===== src/rtl/rf_arb_pkg.sv =====
// Shared defaults, id-width helper and FSM state type for the register-file read arbiter.
// The optional RF_XZR_EN define (used by rf_read_arbiter) makes register 31 read as zero.
package rf_arb_pkg;
  localparam int DEF_NREQ   = 4;
  localparam int DEF_ADDR_W = 5;
  localparam int DEF_DATA_W = 64;

  // Requester index width; a single requester still needs one bit.
  function automatic int id_w(input int n);
    return (n > 1) ? $clog2(n) : 1;
  endfunction

  localparam int ID_W = id_w(DEF_NREQ);

  typedef enum logic [1:0] {IDLE, READ, WAIT} arb_state_e;
endpackage


===== src/rtl/rf_read_arbiter_rr_picker.sv =====
// Combinational round-robin picker: first asserted req scanning upward from ptr+1, wrapping.
module rr_picker import rf_arb_pkg::*; #(
  parameter int NREQ = DEF_NREQ,
  parameter int IW   = ID_W
) (
  input  logic [NREQ-1:0] req,
  input  logic [IW-1:0]   ptr,
  output logic            found,
  output logic [IW-1:0]   idx
);
  logic [IW-1:0] cand;

  always_comb begin
    found = 1'b0;
    idx   = '0;
    cand  = '0;
    for (int i = 1; i <= NREQ; i++) begin
      cand = IW'((int'(ptr) + i) % NREQ);
      if (!found && req[cand]) begin
        found = 1'b1;
        idx   = cand;
      end
    end
  end
endmodule


===== src/rtl/rf_read_arbiter.sv =====
// Round-robin arbiter sharing one register-file read port among NREQ requesters.
// Define RF_XZR_EN to make register 31 read as zero regardless of mux_data.
module rf_read_arbiter import rf_arb_pkg::*; #(
  parameter int NREQ   = DEF_NREQ,
  parameter int ADDR_W = DEF_ADDR_W,
  parameter int DATA_W = DEF_DATA_W
) (
  input  logic                        clk,
  input  logic                        reset,
  input  logic [NREQ-1:0]             req,
  input  logic [NREQ-1:0][ADDR_W-1:0] raddr,
  output logic [NREQ-1:0]             gnt,
  output logic [ADDR_W-1:0]           mux_sel,
  input  logic [DATA_W-1:0]           mux_data,
  output logic                        rd_valid,
  input  logic                        rd_ready,
  output logic [id_w(NREQ)-1:0]       rd_id,
  output logic [DATA_W-1:0]           rd_data
);
  // state | meaning
  // IDLE  | nothing latched, waiting for any req
  // READ  | gnt pulse to winner, mux_sel driven, rd_data captured at cycle end
  // WAIT  | result presented on rd_valid until rd_ready
  localparam int IW = id_w(NREQ);

  arb_state_e          state_q, state_d;
  logic [IW-1:0]       ptr_q, ptr_d;
  logic [IW-1:0]       win_q, win_d;
  logic [NREQ-1:0]     gnt_q, gnt_d;
  logic [ADDR_W-1:0]   mux_sel_q, mux_sel_d;
  logic                rd_valid_q, rd_valid_d;
  logic [IW-1:0]       rd_id_q, rd_id_d;
  logic [DATA_W-1:0]   rd_data_q, rd_data_d;

  logic          pick_found;
  logic [IW-1:0] pick_idx;
  logic [IW-1:0] pick_ptr;
  logic          take;
  logic          zero_reg;

  // On acceptance the pointer moves to rd_id in the same cycle, so the picker sees it early.
  assign pick_ptr = (state_q == WAIT) ? rd_id_q : ptr_q;

  rr_picker #(.NREQ(NREQ), .IW(IW)) u_picker (
    .req   (req),
    .ptr   (pick_ptr),
    .found (pick_found),
    .idx   (pick_idx)
  );

`ifdef RF_XZR_EN
  assign zero_reg = (mux_sel_q == ADDR_W'(31));
`else
  assign zero_reg = 1'b0;
`endif

  always_comb begin
    state_d    = state_q;
    ptr_d      = ptr_q;
    win_d      = win_q;
    gnt_d      = '0;
    mux_sel_d  = mux_sel_q;
    rd_valid_d = rd_valid_q;
    rd_id_d    = rd_id_q;
    rd_data_d  = rd_data_q;
    take       = 1'b0;
    case (state_q)
      IDLE: take = pick_found;
      READ: begin
        rd_data_d  = zero_reg ? '0 : mux_data;
        rd_id_d    = win_q;
        rd_valid_d = 1'b1;
        state_d    = WAIT;
      end
      WAIT: begin
        if (rd_ready) begin
          ptr_d      = rd_id_q;
          rd_valid_d = 1'b0;
          state_d    = IDLE;
          take       = pick_found;
        end
      end
      default: state_d = IDLE;
    endcase
    if (take) begin
      win_d           = pick_idx;
      mux_sel_d       = raddr[pick_idx];
      gnt_d[pick_idx] = 1'b1;
      state_d         = READ;
    end
  end

  always_ff @(posedge clk) begin
    if (reset) begin
      state_q    <= IDLE;
      ptr_q      <= IW'(NREQ - 1);
      win_q      <= '0;
      gnt_q      <= '0;
      mux_sel_q  <= '0;
      rd_valid_q <= 1'b0;
      rd_id_q    <= '0;
      rd_data_q  <= '0;
    end else begin
      state_q    <= state_d;
      ptr_q      <= ptr_d;
      win_q      <= win_d;
      gnt_q      <= gnt_d;
      mux_sel_q  <= mux_sel_d;
      rd_valid_q <= rd_valid_d;
      rd_id_q    <= rd_id_d;
      rd_data_q  <= rd_data_d;
    end
  end

  assign gnt      = gnt_q;
  assign mux_sel  = mux_sel_q;
  assign rd_valid = rd_valid_q;
  assign rd_id    = rd_id_q;
  assign rd_data  = rd_data_q;
endmodule


===== config.mk =====
export PLATFORM = sky130hd
export DESIGN_NAME = rf_read_arbiter
export DESIGN_NICKNAME = d
export VERILOG_FILES = /design/src/rtl/rf_arb_pkg.sv /design/src/rtl/rf_read_arbiter_rr_picker.sv /design/src/rtl/rf_read_arbiter.sv
export SDC_FILE = /design/constraint.sdc
export NUM_CORES = 1
export LEC_CHECK = 0
export ABC_CLOCK_PERIOD_IN_PS = 2300
export CORE_MARGIN = 4
export CORE_UTILIZATION = 39
export DETAILED_ROUTE_END_ITERATION = 10
export PLACE_DENSITY = 0.78
export SLEW_MARGIN = 20
export SYNTH_ARGS = -nofsm -noshare
export SYNTH_HDL_FRONTEND = slang
export SYNTH_SLANG_ARGS = --single-unit

===== constraint.sdc =====
create_clock -name clk -period 2.3 [get_ports clk]
set_input_delay 0.345 -clock clk [delete_from_list [all_inputs] [get_ports clk]]
set_output_delay 0.345 -clock clk [all_outputs]
set_load 0.01 [all_outputs]

* Word-level counts from Yosys, hierarchy flattened
Cells that the tools add are included.
** Operators by class
- Add/sub/neg operators :: 4
- Magnitude comparators :: 6
- Eq/ne operators :: 5
- Mux-type cells :: 28
- Bitwise gates (word level) :: 2
- Reductions and logical operators :: 15
** Operators with widths (count)
- $lt A2 B3 Y1 const B :: 5
- $mux W1 :: 12
- $mux W2 :: 6
- $bmux W5 S2 :: 1
- $bmux W1 S2 :: 4
- $reduce_and A2 Y1 :: 4
- $pmux W2 S3 :: 1
- $mux W5 :: 1
- $add A2 B1 Y2 const B :: 2
- $add A2 B2 Y2 const B :: 2
- $logic_and A1 B1 Y1 :: 4
- $ne A2 B2 Y1 const B :: 2
- $pmux W1 S2 :: 2
- $reduce_or A2 Y1 :: 2
- $logic_not A1 Y1 :: 3
- $ne A3 B3 Y1 const B :: 1
- $demux W1 S2 :: 1
- $eq A2 B1 Y1 const B :: 1
- $eq A2 B2 Y1 const B :: 1
- $ge A2 B1 Y1 const B :: 1
- $logic_not A2 Y1 :: 1
- $not A1 Y1 :: 2
- $reduce_bool A2 Y1 :: 1
** Storage, ports and cells
- Register bits after elaboration :: 82
- Input bits :: 91
- Output and inout port bits :: 76
- Logic and storage cells :: 69

* Depth between registers and ports, before layout
- Word-level depth :: 19
- Gate-level depth with buffers :: 8
- Gate-level depth less buffers :: 6

* Cells and area by module
From an unflattened synthesis, not the netlist that was laid out.
** Second synthesis, totals
- Cell total of the unflattened synthesis :: 354
- Area total of the unflattened synthesis :: 3050.4 um^2
** By module, submodules not included
- rf_read_arbiter :: instances 1, cells each 340, area each 2959.1 um^2, seq. area each 1641.6 um^2
- rr_picker :: instances 1, cells each 14, area each 91.3 um^2, seq. area each 0.0 um^2

* Worst setup path before layout
OpenSTA, ideal clock, no wires.
- Path type :: flip-flop to flip-flop
- Start :: reg state_q[0]
- End :: reg mux_sel_q[0] (netlist: mux_sel[0])
- Library setup time :: 0.133 ns
- Data arrival time :: 1.687 ns
- Data required time :: 2.167 ns
- Setup slack :: 0.480 ns
- Stages on the path, launching flop included :: 9
- Path buffers :: 2
- Period minus slack after synthesis :: 1.820 ns
- Cell sequence :: dfxtp_1 > nand2b_1 > buf_6 > mux2i_4 > mux2i_1 > o22ai_2 > buf_6 > mux2i_1 > o221ai_1
** Between the ends
- Longest elaborated chain between the ends :: 17
- Elaborated cells between the ends (all ways) :: 33
- Classes of those cells :: add/sub (4); eq/ne (1); mux (21); reduce/logical (7)
** Ends and longest elaborated chain
- from (decl) :: line rf_read_arbiter.sv:26 : arb_state_e state_q, state_d;
- from (signal assigned) :: line rf_read_arbiter.sv:104 : state_q <= state_d;
- $eq A2 B2 Y1 :: line rf_read_arbiter.sv:42, rf_read_arbiter.sv:67
- $mux W2 :: line rf_read_arbiter.sv:42 : assign pick_ptr = (state_q == WAIT) ? rd_id_q : ptr_q;
- $add A2 B1 Y2 :: line rf_read_arbiter_rr_picker.sv:18 : cand = IW'((int'(ptr) + i) % NREQ);
- $bmux W1 S2 :: line rf_read_arbiter_rr_picker.sv:19 : if (!found && req[cand]) begin
- $mux W1 (implied by the code) :: line rf_read_arbiter_rr_picker.sv:19
- $mux W1 :: line rf_read_arbiter_rr_picker.sv:19
- $logic_not A1 Y1 :: line rf_read_arbiter_rr_picker.sv:19
- $logic_and A1 B1 Y1 :: line rf_read_arbiter_rr_picker.sv:19
- $mux W1 :: line rf_read_arbiter_rr_picker.sv:19
- $logic_not A1 Y1 :: line rf_read_arbiter_rr_picker.sv:19
- $logic_and A1 B1 Y1 :: line rf_read_arbiter_rr_picker.sv:19
- $mux W1 :: line rf_read_arbiter_rr_picker.sv:19
- $logic_not A1 Y1 :: line rf_read_arbiter_rr_picker.sv:19
- $logic_and A1 B1 Y1 :: line rf_read_arbiter_rr_picker.sv:19
- $mux W2 / $mux W1 (equally long branches) :: line rf_read_arbiter_rr_picker.sv:19
- $bmux W5 S2 / $mux W1 (equally long branches) :: line rf_read_arbiter.sv:87, rf_read_arbiter.sv:76
- $mux W5 (implied by the code) / $pmux W1 S2 (equally long branches) :: line rf_read_arbiter.sv:87, rf_read_arbiter.sv:67
- to (signal assigned) :: line rf_read_arbiter.sv:108 : mux_sel_q <= mux_sel_d;
- to (decl) :: line rf_read_arbiter.sv:30 : logic [ADDR_W-1:0] mux_sel_q, mux_sel_d;
Parallel ways exist; a longest one is shown, timed or not. The select of a mux whose other input is x is not followed.
A chain may end at the register's enable or synchronous reset.

* Worst setup path in the final report
- Start :: reg state_q[0]
- End :: reg mux_sel_q[3] (netlist: mux_sel[3])
The elaborated chain is that of the path after synthesis.

==> flow_summary_export.csv <==
group,metric,value,unit
yosys,synth_top_area_share,53.5,%
yosys,post_synth_num_cell_types,27,
floorplanning,design.core.area,0.00769,mm2
yosys,synth_xor_area_share,0,%
final_layout,stdcell_count,640,
worst_setup_path,crit_type,"flop to flop",
placed_design,numPortBuffers,166,
timing,rsz0062_at_grt,"false",
timing,fmax,487,MHz
timing,worstMarginPinSlew,0.731,ns
worst_setup_path,startpoint_type,"flop",
pwr,p_leak,1.85,nW
timing,hold_viol,0,
timing,fin_crit,2.05,ns
detailed_routing,drt_iter0_markers,99,
grt,overflow,0,
pwr,p_switching,0.000874,W
floorplanning,initial_core_util,39.9,%
floorplanning,die_w,96.7,um
pwr,pwr-share-seq,47.8,%
clock_network,cts_root_buf,"clkbuf_8",
clock_network,cts_sinks,82,
detailed_routing,met2WireLength,4140,um
pwr,p_per_area,663,mW/mm2
placed_design,place_area,0.00482,mm2
timing,tns,0,ns
placed_design,dp_hpwl,6370,um
detailed_routing,wl_per_cell,13.6,um
worst_setup_path,cp-end-kind,"flop",
pwr,irDropWorstVdd,0.275,mV
final_layout,drive_above_1_share,5.20,%
detailed_routing,via_per_inst,4.78,
pwr,power_frac_comb,22.4,%
timing,drv_slew,0,
detailed_routing,drt_wl_total,8710,um
grt,grt_max_degree,71,
detailed_routing,drc_errors,0,
yosys,yosys.area_share.simple,21.1,%
floorplanning,die-area,0.00936,mm2
yosys,synth_async_sr_flop_share,0,%
pwr,p_sw_share,26.3,%
timing,finalCritPeriodShare,89.3,%
yosys,synthesis.nets,465,
status,run_status,"completed",
yosys,synth_compound_area_share,14.9,%
final_layout,syn2layout_area_growth,63.0,%
yosys,synth_largest_area_cell,"dfxtp_1",
yosys,synth_ff_type,"dfxtp_1",
yosys,ys_ff_latch,82,
clock_network,postCtsResizedCells,0,
grt,antenna_found_initial,0,
yosys,ys_top_cells_by_area,"dfxtp_1, nand2_1, a21oi_1, mux2i_1, clkbuf_1",
pwr,clockPowerShare,29.8,%
placed_design,gp_congestion,0.909,
clock_network,cts_tree,"done",
pwr,p_total,0.00332,W
detailed_routing,top_layer,"met4",
yosys,synth_most_common_cell,"nand2_1",
yosys,synth_top_family_by_area,"simple AND/OR/NAND/NOR gates",
yosys,ys.warnings.count,0,
grt,grt_pass1_vias,2972,
yosys,avgSynthCellArea,8.21,um2
yosys,ys_seq_area_share,53.5,%
timing,slew_headroom,51.3,%
worst_setup_path,worstPathMaxFanout,11,
yosys,synth-edff-count,0,
final_layout,fin_area,0.00501,mm2
yosys,muxShareOfSynthArea,6.64,%
floorplanning,rows,32,
clock_network,ctsHoldBuffers,0,
final_layout,antennaDiodeCount,0,
detailed_routing,ant_nets,0,
detailed_routing,wl_met1,3680,um
placed_design,placed_cells,624,
grt,grt_pass1_wl,14000,um
worst_setup_path,crit_arrival,2.26,ns
floorplanning,die_height,96.7,um
yosys,synth_adder_area_share,0,%
clock_network,worstSkewPairLatency,0.34,ns
worst_setup_path,required,2.50,ns
grt,grtUsageTotal,18.0,%
yosys,syn_inst,374,
timing,setup_viol,0,
yosys,synth.top_cells.by_count,"nand2_1, dfxtp_1, a21oi_1",
detailed_routing,wl_met3,687,um
detailed_routing,drtPass1Iterations,4,
final_layout,final_nets,624,
floorplanning,io_pins,167,
pwr,intPower,0.00245,W
worst_hold_path,hold_class,"primary input to flop",
job,cap_violations,0,
clock_network,clk_pin_slew,0.07,ns
clock_network,htree_levels,3,
timing,skew,0.00906,ns
detailed_routing,vias,3062,
clock_network,post_cts_buffers,0,
final_layout,final_util,65.1,%
clock_network,clk_path_buf_depth,2,
yosys,syn_area,0.00307,mm2
clock_network,cts_buffers,9,
## path summary, 6_finish.rpt
| check | start | endpoint | slack (ns) | cells after the start |
|---|---|---|---|---|
| min | reset | state_q[0]$_SDFFE_PP0P_ | 0.30 | 2 |
| max reg2reg | state_q[0]$_SDFFE_PP0P_ | mux_sel[3]$_SDFFE_PP0P_ | 0.25 | 7 |
| min reg2reg | win_q[1]$_SDFFE_PP0P_ | win_q[1]$_SDFFE_PP0P_ | 0.45 | 2 |
| max | state_q[0]$_SDFFE_PP0P_ | mux_sel[3]$_SDFFE_PP0P_ | 0.25 | 7 |
## layout by cell type (no fill, tap or decap), types with 2 or more instances in the layout
master	instances
clkinv_2	2
nor4_1	2
mux2i_1	17
clkdlybuf4s50_1	165
o221ai_1	5
nand2b_1	3
dfxtp_1	82
clkbuf_8	9
nor2b_1	3
nor3_1	2
nand2_1	142
clkinvlp_4	2
o21ai_0	2
buf_4	5
nor2_1	5
nand2b_2	2
inv_1	4
a21oi_1	68
clkbuf_1	2
## power groups by stage
stage                     combinational (W)  sequential (W)  clock, W
after floorplan                    0.000280         0.00166         0
after global placement             0.000737         0.00162         0
after detailed placement           0.000748         0.00162         0
after CTS                          0.000751         0.00159   0.00102
after global routing               0.000806         0.00160   0.00107
final                              0.000744         0.00159  0.000988
## cells by family (layout without fill, tap and decap cells)
logic type | Yosys count | count (layout)
mux | 19 | 19
simple gates | 163 | 163
compound gates | 82 | 82
flops | 82 | 82
buf+inv | 28 | 192
## sequential cells by signal (all words and copies together), names as in the netlist
signal and flops:
state_q 2, ptr_q 2, win_q 2, rd_id 2, rd_valid 1, gnt 4
mux_sel 5, rd_data 64
## metal layers
| metal | track usage, % | up-vias |
|---|---|---|
| met5 | 0 | - |
| met4 | 7.78 | 0 |
| met3 | 5.77 | 18 |
| met2 | 29.5 | 115 |
| met1 | 21.6 | 1378 |
| li1 | - | 1551 |
## per-stage QoR
stage	hold slack, ns	worst slack, ns
2_1_floorplan	0.423	0.480
3_3_place_gp	0.435	0.119
3_5_place_dp	0.438	-0.0419
4_1_cts	0.274	0.133
5_1_grt	0.300	0.0895
6_report	0.302	0.246
## critical path: stages, from the launching register on
cell,delay [ns]
dfxtp_1,0.45
nand2b_2,0.26
mux2i_4,0.33
mux2i_1,0.26
o22ai_2,0.10
buf_4,0.20
mux2i_1,0.20
o221ai_1,0.12
## layout make-up
| type | count | area [um2] |
|---|---|---|
| multi-input combinational | 264 | 1320 |
| fill | 656 | 2680 |
| timing repair buffer | 172 | 1710 |
| clock buffer | 11 | 131 |
| inverter | 4 | 15.0 |
| sequential | 82 | 1640 |
| clock inverter | 5 | 55.1 |
| tap | 102 | 128 |
Power figures use the tool's default switching activity.
